File: config.mk
export PLATFORM = sky130hd
export DESIGN_NAME = reward_placer
export DESIGN_NICKNAME = d
export VERILOG_FILES = /design/src/rtl/reward_placer.sv
export SDC_FILE = /design/constraint.sdc
export NUM_CORES = 1
export LEC_CHECK = 0
export CAP_MARGIN = 20
export CORE_ASPECT_RATIO = 0.5
export CORE_UTILIZATION = 51
export CTS_BUF_LIST = sky130_fd_sc_hd__clkbuf_4 sky130_fd_sc_hd__clkbuf_8 sky130_fd_sc_hd__clkbuf_16
export DETAILED_ROUTE_END_ITERATION = 12
export PLACE_DENSITY = 0.84
export SETUP_SLACK_MARGIN = 0.2
export SYNTH_ARGS = -nofsm -noshare
export SYNTH_HDL_FRONTEND = slang
export SYNTH_SLANG_ARGS = --single-unit
File: constraint.sdc
create_clock -name clk -period 3.5 [get_ports clk]
set_input_delay 0.525 -clock clk [delete_from_list [all_inputs] [get_ports clk]]
set_output_delay 0.525 -clock clk [all_outputs]
set_load 0.02 [all_outputs]
File: src/rtl/reward_placer.sv
// reward_placer: takes reward candidates from the random generator, checks them
// against snake-body occupancy, publishes valid rewards and scores head eats.
// Ports:
//   clk, rst_n (async active-low), clear (sync restart: IDLE, score_total=0)
//   set_require/reward_type/random_xpos/random_ypos : generator candidate
//   set_finish       : level back to the generator, episode done
//   query_req/x/y    : one-cycle occupancy lookup; query_hit answers 1 clk later
//   head_valid/x/y   : snake step pulse with new head position
//   reward_valid/x/y/kind : reward currently on the board
//   score_add/grow   : one-cycle eat pulses; score_total saturates at SCORE_MAX
//   reject_cnt       : candidates dropped on collision (wraps)
module reward_placer #(
    parameter int POS_W     = 6,
    parameter int PTS_T1    = 1,
    parameter int PTS_T2    = 2,
    parameter int PTS_T3    = 5,
    parameter int SCORE_MAX = 999
) (
    input  logic             clk,
    input  logic             rst_n,
    input  logic             clear,
    input  logic             set_require,
    input  logic [1:0]       reward_type,
    input  logic [POS_W-1:0] random_xpos,
    input  logic [POS_W-1:0] random_ypos,
    output logic             set_finish,
    output logic             query_req,
    output logic [POS_W-1:0] query_x,
    output logic [POS_W-1:0] query_y,
    input  logic             query_hit,
    input  logic             head_valid,
    input  logic [POS_W-1:0] head_x,
    input  logic [POS_W-1:0] head_y,
    output logic             reward_valid,
    output logic [POS_W-1:0] reward_x,
    output logic [POS_W-1:0] reward_y,
    output logic [1:0]       reward_kind,
    output logic [3:0]       score_add,
    output logic             grow,
    output logic [9:0]       score_total,
    output logic [7:0]       reject_cnt
);
    localparam logic [2:0] IDLE   = 3'd0;
    localparam logic [2:0] QUERY  = 3'd1;
    localparam logic [2:0] WAIT   = 3'd2;
    localparam logic [2:0] ACTIVE = 3'd3;
    localparam logic [2:0] DONE   = 3'd4;

    logic [2:0]       state, state_n;
    logic [POS_W-1:0] lx, ly, lx_n, ly_n;
    logic [1:0]       lt, lt_n;
    logic             load, eat;
    logic [3:0]       pts;
    logic [10:0]      sum;

    // The generator's position lags its request, so x==0 means "not ready yet".
    assign load = state == IDLE && !clear && set_require && random_xpos != '0;
    assign eat  = state == ACTIVE && !clear && head_valid && head_x == lx && head_y == ly;
    assign lx_n = load ? random_xpos : lx;
    assign ly_n = load ? random_ypos : ly;
    assign lt_n = load ? reward_type : lt;
    assign pts  = lt == 2'd1 ? 4'(PTS_T1) : lt == 2'd2 ? 4'(PTS_T2) : lt == 2'd3 ? 4'(PTS_T3) : 4'd0;
    assign sum  = 11'(score_total) + 11'(pts);

    always_comb begin
        state_n = state;
        if (clear)
            state_n = IDLE;
        else
            case (state)
                IDLE:    if (load) state_n = reward_type == 2'd0 ? DONE : QUERY;
                QUERY:   state_n = WAIT;
                WAIT:    state_n = query_hit ? DONE : ACTIVE;
                ACTIVE:  state_n = eat ? DONE : (set_require ? ACTIVE : IDLE);
                DONE:    state_n = set_require ? DONE : IDLE;
                default: state_n = IDLE;
            endcase
    end

    // Outputs are registered from the next state so they line up with the state they describe.
    always_ff @(posedge clk or negedge rst_n) begin
        if (!rst_n) begin
            state        <= IDLE;
            lx           <= '0;
            ly           <= '0;
            lt           <= '0;
            set_finish   <= 1'b0;
            query_req    <= 1'b0;
            query_x      <= '0;
            query_y      <= '0;
            reward_valid <= 1'b0;
            reward_x     <= '0;
            reward_y     <= '0;
            reward_kind  <= '0;
            score_add    <= '0;
            grow         <= 1'b0;
            score_total  <= '0;
            reject_cnt   <= '0;
        end else begin
            state        <= state_n;
            lx           <= lx_n;
            ly           <= ly_n;
            lt           <= lt_n;
            set_finish   <= state_n == DONE;
            query_req    <= state_n == QUERY;
            query_x      <= state_n == QUERY ? lx_n : '0;
            query_y      <= state_n == QUERY ? ly_n : '0;
            reward_valid <= state_n == ACTIVE;
            reward_x     <= state_n == ACTIVE ? lx_n : '0;
            reward_y     <= state_n == ACTIVE ? ly_n : '0;
            reward_kind  <= state_n == ACTIVE ? lt_n : '0;
            score_add    <= eat ? pts : 4'd0;
            grow         <= eat;
            score_total  <= clear ? 10'd0 : eat ? (sum > 11'(SCORE_MAX) ? 10'(SCORE_MAX) : sum[9:0]) : score_total;
            reject_cnt   <= reject_cnt + 8'(state == WAIT && !clear && query_hit);
        end
    end
endmodule

Yosys cells after proc, flatten, opt, wreduce, memory -nomap -nowiden

Index checks and enable logic that the tools add are counted.

Register bits: 68
Bits of input ports: 32
Logic and storage cells: 68

Add/subtract/negate cells: 2
Magnitude comparators: 1
Equal/unequal tests: 12
Multiplexer cells: 23
Reduce and logical (&&, ||, !) cells: 14

Operator list:

| cell                                                                               | number |
|---|---|
| 6-bit 2-to-1 mux                                                                   | 6 |
| 10-bit 2-to-1 mux                                                                  | 3 |
| 3-bit 2-to-1 mux                                                                   | 10 |
| 3-bit case mux with 5 select lines                                                 | 1 |
| 6-bit equality test                                                                | 2 |
| 10-bit by 3-bit adder with 11-bit output                                           | 1 |
| 11-bit by 10-bit greater-than comparator with 1-bit output (second input constant) | 1 |
| 3-bit by 2-bit equality test with 1-bit output (second input constant)             | 3 |
| 1-bit logical AND                                                                  | 9 |
| 8-bit by 1-bit adder with 8-bit output                                             | 1 |
| 3-bit by 1-bit equality test with 1-bit output (second input constant)             | 2 |
| 3-bit equality test (second input constant)                                        | 2 |
| 2-bit 2-to-1 mux                                                                   | 3 |
| 6-bit nonzero test                                                                 | 1 |
| 2-bit equality test (second input constant)                                        | 2 |
| 3-bit zero test                                                                    | 1 |
| 2-bit by 1-bit equality test with 1-bit output (second input constant)             | 1 |
| 2-bit zero test                                                                    | 1 |
| 2-bit nonzero test                                                                 | 1 |
| 1-bit zero test                                                                    | 1 |

Logic depth before layout (Yosys ltp)

Gate-level depths: netlist (run 1).

Word-level depth: 10
Gate-level depth with buffers: 9
Mapped depth without buffers: 8

Worst setup path before layout (run 1)

No wires, ideal clock.

Kind: register to register
Start point: register score_total[0]
End point: register score_total[7]
Library setup time: 0.120 ns
Data arrival time: 2.103 ns
Required time: 3.380 ns
Setup slack: 1.277 ns
Stages on the path, launching flop included: 9
Buffers on the path: 0
Path through: dfrtp_1 ha_1 fa_1 a31oi_1 nor2_1 nand3_1 nand2_1 or3_1 o211a_1

Longest elaborated chain between the ends: 5

RTL lines:

| item                                                       | RTL line | text |
|---|---|---|
| start, declared                                            | 40       | `output logic [9:0] score_total,` |
| start signal, assigned                                     | 114      | `score_total <= clear ? 10'd0 : eat ? (sum > 11'(SCORE_MAX) ? 10'(SCORE_MAX) : sum[9:0]) : score_total;` |
| 10-bit by 3-bit adder with 11-bit output *                 | 63       | `assign sum = 11'(score_total) + 11'(pts);` |
| 11-bit by 10-bit greater-than comparator with 1-bit output | 114      |  |
| 10-bit 2-to-1 mux * (3 in a row)                           | 114      |  |

Every way passes the cells marked *; elsewhere a longest branch is shown, timed or not. The select of a mux whose other input is x is not followed.
A chain may end at the register's enable or synchronous reset.

Worst setup path in the final report (run 1)

Start point: register lt[1]
End point: register score_total[1]

Longest elaborated chain between the ends: 9

RTL lines:

| item                                                       | RTL line | text |
|---|---|---|
| start, declared                                            | 51       | `logic [1:0] lt, lt_n;` |
| start signal, assigned                                     | 103      | `lt <= lt_n;` |
| 2-bit equality test                                        | 62       | `assign pts = lt == 2'd1 ? 4'(PTS_T1) : lt == 2'd2 ? 4'(PTS_T2) : lt == 2'd3 ? 4'(PTS_T3) : 4'd0;` |
| 3-bit 2-to-1 mux (2 in a row)                              | 62       |  |
| 3-bit 2-to-1 mux *                                         | 62       |  |
| 10-bit by 3-bit adder with 11-bit output *                 | 63       |  |
| 11-bit by 10-bit greater-than comparator with 1-bit output | 114      |  |
| 10-bit 2-to-1 mux * (3 in a row)                           | 114      |  |

Marks and branches as above.

==> results of run 1 <==
-- metal layers --
layer,routed length [µm],vias up,global-route usage [%]
met5,0,-,0
met4,136,0,11.8
met3,396,13,7.26
met2,3500,89,40.3
met1,3140,1177,34.4
li1,-,1105,-
-- cells by family after synthesis --
kind of cell / count (synthesis)
flops: 68
fa+ha+maj: 5
xor+xnor: 20
compound gates: 35
buf+inv: 26
mux: 16
other cells: 1
simple gates: 98
-- worst register-to-register path: cells and delay by family, from the launching register on --
family / cells / cell delay [ns]
compound gates: 5 / 1.24
simple gates: 2 / 0.53
flops: 1 / 0.50
fa+ha+maj: 1 / 0.29
-- worst paths after layout --
kind / to / start / depth (start not counted)
max in group asynchronous: reject_cnt[3]$_DFF_PN0_ / rst_n / 2
min in group clk: reject_cnt[7]$_DFF_PN0_ / reject_cnt[7]$_DFF_PN0_ / 1
worst max-delay path: score_total[1]$_DFFE_PN0P_ / lt[1]$_DFF_PN0_ / 8
worst max register to register: score_total[1]$_DFFE_PN0P_ / lt[1]$_DFF_PN0_ / 8
worst min register to register: reject_cnt[7]$_DFF_PN0_ / reject_cnt[7]$_DFF_PN0_ / 1
worst min-delay path: score_total[9]$_DFFE_PN0P_ / rst_n / 2
-- cell type report --
| type | count | share of cell area, % |
|---|---|---|
| Inverter | 18 | 1.61 |
| Clock buffer | 13 | 6.36 |
| Timing Repair Buffer | 86 | 20.1 |
| Tap cell | 73 | 2.17 |
| Multi-Input combinational cell | 175 | 27.7 |
| Sequential cell | 68 | 40.4 |
| Clock inverter | 3 | 1.64 |
-- layout by cell type (no fill, tap or decap), drive strengths merged, types with 4 or more instances in the layout --
cell type       n
nand3          11
nand2          16
o21ai           7
nor3            4
nand4           9
ha              4
clkbuf         13
and3            4
inv            17
buf             5
clkdlybuf4s50  81
mux2i          14
xnor2          18
a21oi          10
nor2           35
dfrtp          68
-- state kept, by name, indices dropped and copies added, names as in the netlist --
name	flops
reward_x	6
reward_valid	1
score_add	3
query_y	6
grow	1
lt	2
score_total	10
query_x	6
ly	6
reward_kind	2
lx	6
state	3
set_finish	1
query_req	1
reject_cnt	8
reward_y	6
-- per-stage QoR --
stage	setup slack [ns]	hold WS, ns	utilization (%)	total power, µW	cells
floorplan	1.28	0.229	-	1050	269
global placement	0.784	0.461	69.6	1170	420
detailed placement	0.636	0.467	69.6	1180	420
CTS	0.898	0.402	75.6	2190	436
global route	0.644	0.462	75.6	2260	436
finish	0.844	0.372	75.6	2180	436
-- where the power goes --
part / switching (µW) / internal (µW) / total (µW)
Clock: 327 / 679 / 1010
Sequential: 48.8 / 844 / 892
Combinational: 146 / 136 / 281
Total: 521 / 1660 / 2180
==> flow_metrics.py, run 1 <==
metrics = {
    "outcome": {
        "run_status": "complete, no violations",
    },
    "clock_tree": {
        "cts_hold_buffers": 0,
        "cts-root-buf": "sky130_fd_sc_hd__clkbuf_16",
        "postCtsResizedCells": 0,
        "cts_made_buffers": 9,
        "htree_num_levels": 3,
        "path_clk_slew_ns": 0.05,
        "clock-sinks": 68,
        "cts_setup_buffers": 0,
        "tritoncts": "yes",
        "worst_skew_pair.late_latency_ns": 0.34,
        "clk_path_buf_depth": 2,
    },
    "logic_synthesis": {
        "postSynthRegisterBits": 68,
        "prevailing_post_synth_register_cell": "sky130_fd_sc_hd__dfrtp_1",
        "synthArstFlopShare_pct": 100,
        "synthDominantCellAreaShare_pct": 57.0,
        "count_of_synthesis_stage_warnings_from_yosys": 0,
        "synth_top_area_cell": "sky130_fd_sc_hd__dfrtp_1",
        "post_synth_edffs": 0,
        "avgSynthCellArea_um2": 11.1,
        "synth-compound-area-share_pct": 7.88,
        "yosys.area_share.adder_pct": 2.35,
        "synthXorXnorAreaFrac_pct": 5.87,
        "synth_commonest_cells": "68 x sky130_fd_sc_hd__dfrtp_1, 35 x sky130_fd_sc_hd__nor2_1, 18 x sky130_fd_sc_hd__xnor2_1, 17 x sky130_fd_sc_hd__inv_1, 16 x sky130_fd_sc_hd__nand2_1",
        "synth.net_count": 306,
        "dominant_combinational_cell_family_by_area_after_synthesis": "simple AND/OR/NAND/NOR gates",
        "muxShareOfSynthArea_pct": 5.70,
        "netlist_instances": 269,
        "synth_cell_type_count": 49,
        "synth-simple-area-share_pct": 17.1,
        "yosysSeqAreaShare_pct": 57.0,
        "yosys.cell_count.top_type": "sky130_fd_sc_hd__dfrtp_1",
        "post_synth_instance_area_mm2": 0.00299,
        "yosys-top-cells-area": "sky130_fd_sc_hd__dfrtp_1 57%, sky130_fd_sc_hd__xnor2_1 5.3%, sky130_fd_sc_hd__mux2i_1 4.7%, sky130_fd_sc_hd__nor2_1 4.4%, sky130_fd_sc_hd__inv_1 2.1%",
    },
    "setup_path": {
        "end_kind": "flop",
        "required_ns": 3.75,
        "critical_path.max_fanout": 8,
        "crit_path_max_incr_delay_ns": 0.50,
        "cp.arrival_ns": 2.90,
        "reg2reg_setup_slack_ns": 0.84,
        "path_buf_inv": 0,
        "slowest_stage": "sky130_fd_sc_hd__dfrtp_1",
        "crit_path_cell_trace": "nor2b_1, ha_1, a21oi_1, a21o_1, a211oi_1, o21ai_0, nand3_1, a41oi_1",
        "worstSetupStartpointType": "flop",
        "setup.worst_path.class": "flop to flop",
        "critPathTopFamily": "compound AO/OA/AOI/OAI gates",
    },
    "grt": {
        "grt_antenna_before_repair": 0,
        "grt_max_degree": 69,
        "wire_length_of_the_first_global_routing_pass_mm": 11.6,
        "grt_util_all_layers_pct": 26.1,
        "grt_overflow": 0,
        "grt_pass1_vias": 2267,
    },
    "layout": {
        "n_antenna_cell": 0,
        "multi_input_comb_area_mm2": 0.00116,
        "regArea_mm2": 0.00170,
        "fillerInstances": 376,
        "final_area_mm2": 0.00421,
        "area.growth.synth_to_final_pct": 40.9,
        "final_net_count": 395,
        "final_layout_size_suffix_gt1_share_pct": 8.26,
    },
    "floorplan": {
        "die_y_um": 56.1,
        "design.portCount": 84,
        "initial_core_utilization_pct": 53.7,
        "die_w_um": 110,
        "std_cell_rows": 19,
        "die-area_mm2": 0.00618,
        "design.core.area_mm2": 0.00556,
    },
    "placed_design": {
        "detailed_place.area_mm2": 0.00387,
        "dp_hpwl_mm": 4.90,
        "placement.io_buffers": 82,
        "gp_congestion": 0.854,
    },
    "pwr": {
        "cellPowerDensity_mw_per_mm2": 518,
        "peak_supply_drop_uv": 387,
        "power.leakage_uw": 0.00191,
    },
    "sta": {
        "grt_setup_unrepaired": "false",
        "worst_pin_slew_ns": 0.834,
        "final-max-slew-violation-count": 0,
        "layout_worst_path_cycle_share_pct": 75.9,
        "clock.fmax_mhz": 376,
        "totalNegativeSetupSlack_ns": 0,
        "hold_viol_final": 0,
        "fin_worst_skew_ns": 0.00557,
        "maxSlewHeadroom_pct": 44.4,
        "finalSetupViolations": 0,
        "layout_min_cycle_time_ns": 2.66,
    },
    "flow_run": {
        "max_cap_viol_count": 0,
    },
    "routing": {
        "drtIter0Drc": 149,
        "postRouteWirelength_mm": 7.17,
        "drtPass1Iterations": 4,
        "viasPerCell": 5.47,
        "route.detailed.wl_per_inst_um": 16.4,
        "drc_errors": 0,
        "detailroute.via_count": 2384,
        "drt.antenna.violating_nets": 0,
    },
    "min_path": {
        "worstHoldPathType": "input pin to asynchronous set/reset pin",
    },
}
(Power assumes the default switching activity.)
==> run 2: changes to the inputs <==
--- a/config.mk
+++ b/config.mk
@@ -7,10 +7,10 @@
 export LEC_CHECK = 0
 export CAP_MARGIN = 20
 export CORE_ASPECT_RATIO = 0.5
-export CORE_UTILIZATION = 51
+export CORE_UTILIZATION = 48
 export CTS_BUF_LIST = sky130_fd_sc_hd__clkbuf_4 sky130_fd_sc_hd__clkbuf_8 sky130_fd_sc_hd__clkbuf_16
 export DETAILED_ROUTE_END_ITERATION = 12
-export PLACE_DENSITY = 0.84
+export PLACE_DENSITY = 0.8
 export SETUP_SLACK_MARGIN = 0.2
 export SYNTH_ARGS = -nofsm -noshare
 export SYNTH_HDL_FRONTEND = slang
==> constraint.sdc (replaced) <==
create_clock -name clk -period 2.6 [get_ports clk]
set_input_delay 0.39 -clock clk [delete_from_list [all_inputs] [get_ports clk]]
set_output_delay 0.39 -clock clk [all_outputs]
set_load 0.02 [all_outputs]
==> flow_metrics.py, run 2 (synthesized netlist as in run 1, its figures left out) <==
metrics = {
    "grt": {
        "wire_length_of_the_first_global_routing_pass_mm": 11.2,
        "grt_antenna_before_repair": 0,
        "grt_util_all_layers_pct": 23.1,
        "grt.met2_usage_pct": 38.1,
        "grt_pass1_vias": 2322,
        "busiest_layer_in_global_routing": "met2",
        "grtUsageMet3_pct": 9.10,
        "grt_max_degree": 69,
        "grt_overflow": 0,
        "grtUsageMet1_pct": 28.0,
    },
    "clock_tree": {
        "cts_hold_buffers": 0,
        "clock-sinks": 68,
        "cts-root-buf": "sky130_fd_sc_hd__clkbuf_16",
        "tritoncts": "yes",
        "cts_made_buffers": 9,
        "htree_num_levels": 3,
        "clk_path_buf_depth": 2,
        "worst_skew_pair.late_latency_ns": 0.32,
        "path_clk_slew_ns": 0.05,
    },
    "sta": {
        "hold_viol_final": 0,
        "fin_worst_skew_ns": 0.00697,
        "maxSlewHeadroom_pct": 44.6,
        "finalSetupViolations": 0,
        "layout_worst_path_cycle_share_pct": 88.2,
        "worst_pin_slew_ns": 0.830,
        "totalNegativeSetupSlack_ns": 0,
        "clock.fmax_mhz": 436,
        "grt_setup_unrepaired": "false",
        "final-max-slew-violation-count": 0,
        "layout_min_cycle_time_ns": 2.29,
    },
    "min_path": {
        "worstHoldPathType": "input pin to asynchronous set/reset pin",
    },
    "layout": {
        "final_layout_size_suffix_gt1_share_pct": 11.9,
        "n_antenna_cell": 0,
        "area.growth.synth_to_final_pct": 41.9,
        "final_common_cell": "sky130_fd_sc_hd__clkdlybuf4s50_1",
        "top_register": "score_total",
        "most_frequent_cells_in_the_layout": "81 x sky130_fd_sc_hd__clkdlybuf4s50_1, 68 x sky130_fd_sc_hd__dfrtp_1, 34 x sky130_fd_sc_hd__nor2_1",
        "largest_reg_flops": 10,
        "instances_no_fill": 453,
        "reg_top3": "score_total x10, reject_cnt x8",
        "final_net_count": 404,
    },
    "placed_design": {
        "placement.io_buffers": 82,
        "placedCellCount": 439,
        "dp_hpwl_mm": 4.92,
        "gp_congestion": 0.882,
    },
    "routing": {
        "route.detailed.wl_per_inst_um": 15.6,
        "drtPass1Iterations": 4,
        "drt.antenna.violating_nets": 0,
        "viasPerCell": 5.17,
        "postRouteWirelength_mm": 7.07,
        "drtIter0Drc": 78,
        "detailroute.via_count": 2342,
        "drc_errors": 0,
    },
    "setup_path": {
        "setup.worst_path.class": "flop to flop",
        "end_kind": "flop",
        "cp.arrival_ns": 2.53,
        "required_ns": 2.83,
        "critical_path.max_fanout": 4,
        "worstSetupStartpointType": "flop",
    },
    "floorplan": {
        "design.portCount": 84,
        "design.core.area_mm2": 0.00573,
        "die_w_um": 114,
        "std_cell_rows": 19,
        "die-area_mm2": 0.00656,
        "initial_core_utilization_pct": 52.1,
        "die_y_um": 57.8,
    },
    "pwr": {
        "peak_supply_drop_uv": 443,
        "cellPowerDensity_mw_per_mm2": 620,
        "power.leakage_uw": 0.00191,
    },
    "flow_run": {
        "max_cap_viol_count": 0,
    },
    "outcome": {
        "run_status": "complete, no violations",
    },
}
-- run 2: changes by cell type in the layout (fill, tap and decap cells not counted), moves of 2 or more --
cell / change
sky130_fd_sc_hd__buf_4: +9
sky130_fd_sc_hd__bufinv_16: -2
sky130_fd_sc_hd__clkbuf_8: -2
sky130_fd_sc_hd__clkinv_2: +2
sky130_fd_sc_hd__nand3_1: -2
sky130_fd_sc_hd__nand3_2: +2
-- run 2: through the flow --
stage	power, µW	setup slack [ns]	util (%)	hold WS [ns]	area, µm²
after floorplan	1420	0.377	-	0.0944	2990
after global placement	1590	0.164	68.9	0.460	3950
after detailed placement	1610	0.127	68.9	0.466	3950
after CTS	2650	0.243	73.4	0.289	4200
after global routing	2740	0.212	73.9	0.334	4240
final	2630	0.307	73.9	0.241	4240
-- run 2: per-layer routing --
layer	routed length (µm)	up-vias
li1	-	1116
met1	3080	1150
met2	3490	66
met3	397	10
met4	102	0
met5	0	-
-- run 2: layout make-up --
type | count | area [µm²]
clock buffers | 10 | 233
clock inverters | 3 | 17.5
fillers | 415 | 1490
inverters | 18 | 67.6
multi-input cells | 175 | 1200
flip-flops and latches | 68 | 1700
well taps | 84 | 105
repair buffers | 95 | 913
-- run 2: timing repair --
item                                    4_1_cts  5_1_grt
endpoints found under the setup margin        3        5
setup buffers                                 0        1
resized for setup                             3        6
pin swaps                                     0        1
-- run 2: critical path, cell delays in order, from the launching register on --
cell and delay (ns):
sky130_fd_sc_hd__dfrtp_1 0.42, sky130_fd_sc_hd__ha_1 0.24, sky130_fd_sc_hd__fa_2 0.41, sky130_fd_sc_hd__a31oi_2 0.24, sky130_fd_sc_hd__or2_2 0.18, sky130_fd_sc_hd__a211oi_1 0.05, sky130_fd_sc_hd__o21ai_1 0.28, sky130_fd_sc_hd__nand3_2 0.15
sky130_fd_sc_hd__a41oi_1 0.24
-- run 2: final timing paths --
path | start | endpoint | slack, ns | cells after the start
setup / recovery | lt[0]$_DFF_PN0_ | score_total[0]$_DFFE_PN0P_ | 0.31 | 8
hold / removal | rst_n | query_y[0]$_DFF_PN0_ | 0.24 | 2
setup reg to reg | lt[0]$_DFF_PN0_ | score_total[0]$_DFFE_PN0P_ | 0.31 | 8
hold reg to reg | reject_cnt[7]$_DFF_PN0_ | reject_cnt[7]$_DFF_PN0_ | 0.47 | 1
max in group asynchronous | rst_n | score_total[9]$_DFFE_PN0P_ | 1.80 | 2
min in group clk | reject_cnt[7]$_DFF_PN0_ | reject_cnt[7]$_DFF_PN0_ | 0.47 | 1
-- run 2: where the power goes --
| group | switching [µW] | internal [µW] |
|---|---|---|
| clock network | 394 | 634 |
| registers | 52.6 | 1140 |
| logic | 212 | 197 |
==> run 3: changes to the inputs <==
--- a/config.mk
+++ b/config.mk
@@ -5,7 +5,7 @@
 export SDC_FILE = /design/constraint.sdc
 export NUM_CORES = 1
 export LEC_CHECK = 0
-export CAP_MARGIN = 20
+export CAP_MARGIN = 10
 export CORE_ASPECT_RATIO = 0.5
 export CORE_UTILIZATION = 48
 export CTS_BUF_LIST = sky130_fd_sc_hd__clkbuf_4 sky130_fd_sc_hd__clkbuf_8 sky130_fd_sc_hd__clkbuf_16
@@ -15,3 +15,4 @@
 export SYNTH_ARGS = -nofsm -noshare
 export SYNTH_HDL_FRONTEND = slang
 export SYNTH_SLANG_ARGS = --single-unit
+export TNS_END_PERCENT = 10
==> results of run 3 <==
Final layout, timing and power as in run 2 (identical DEF).
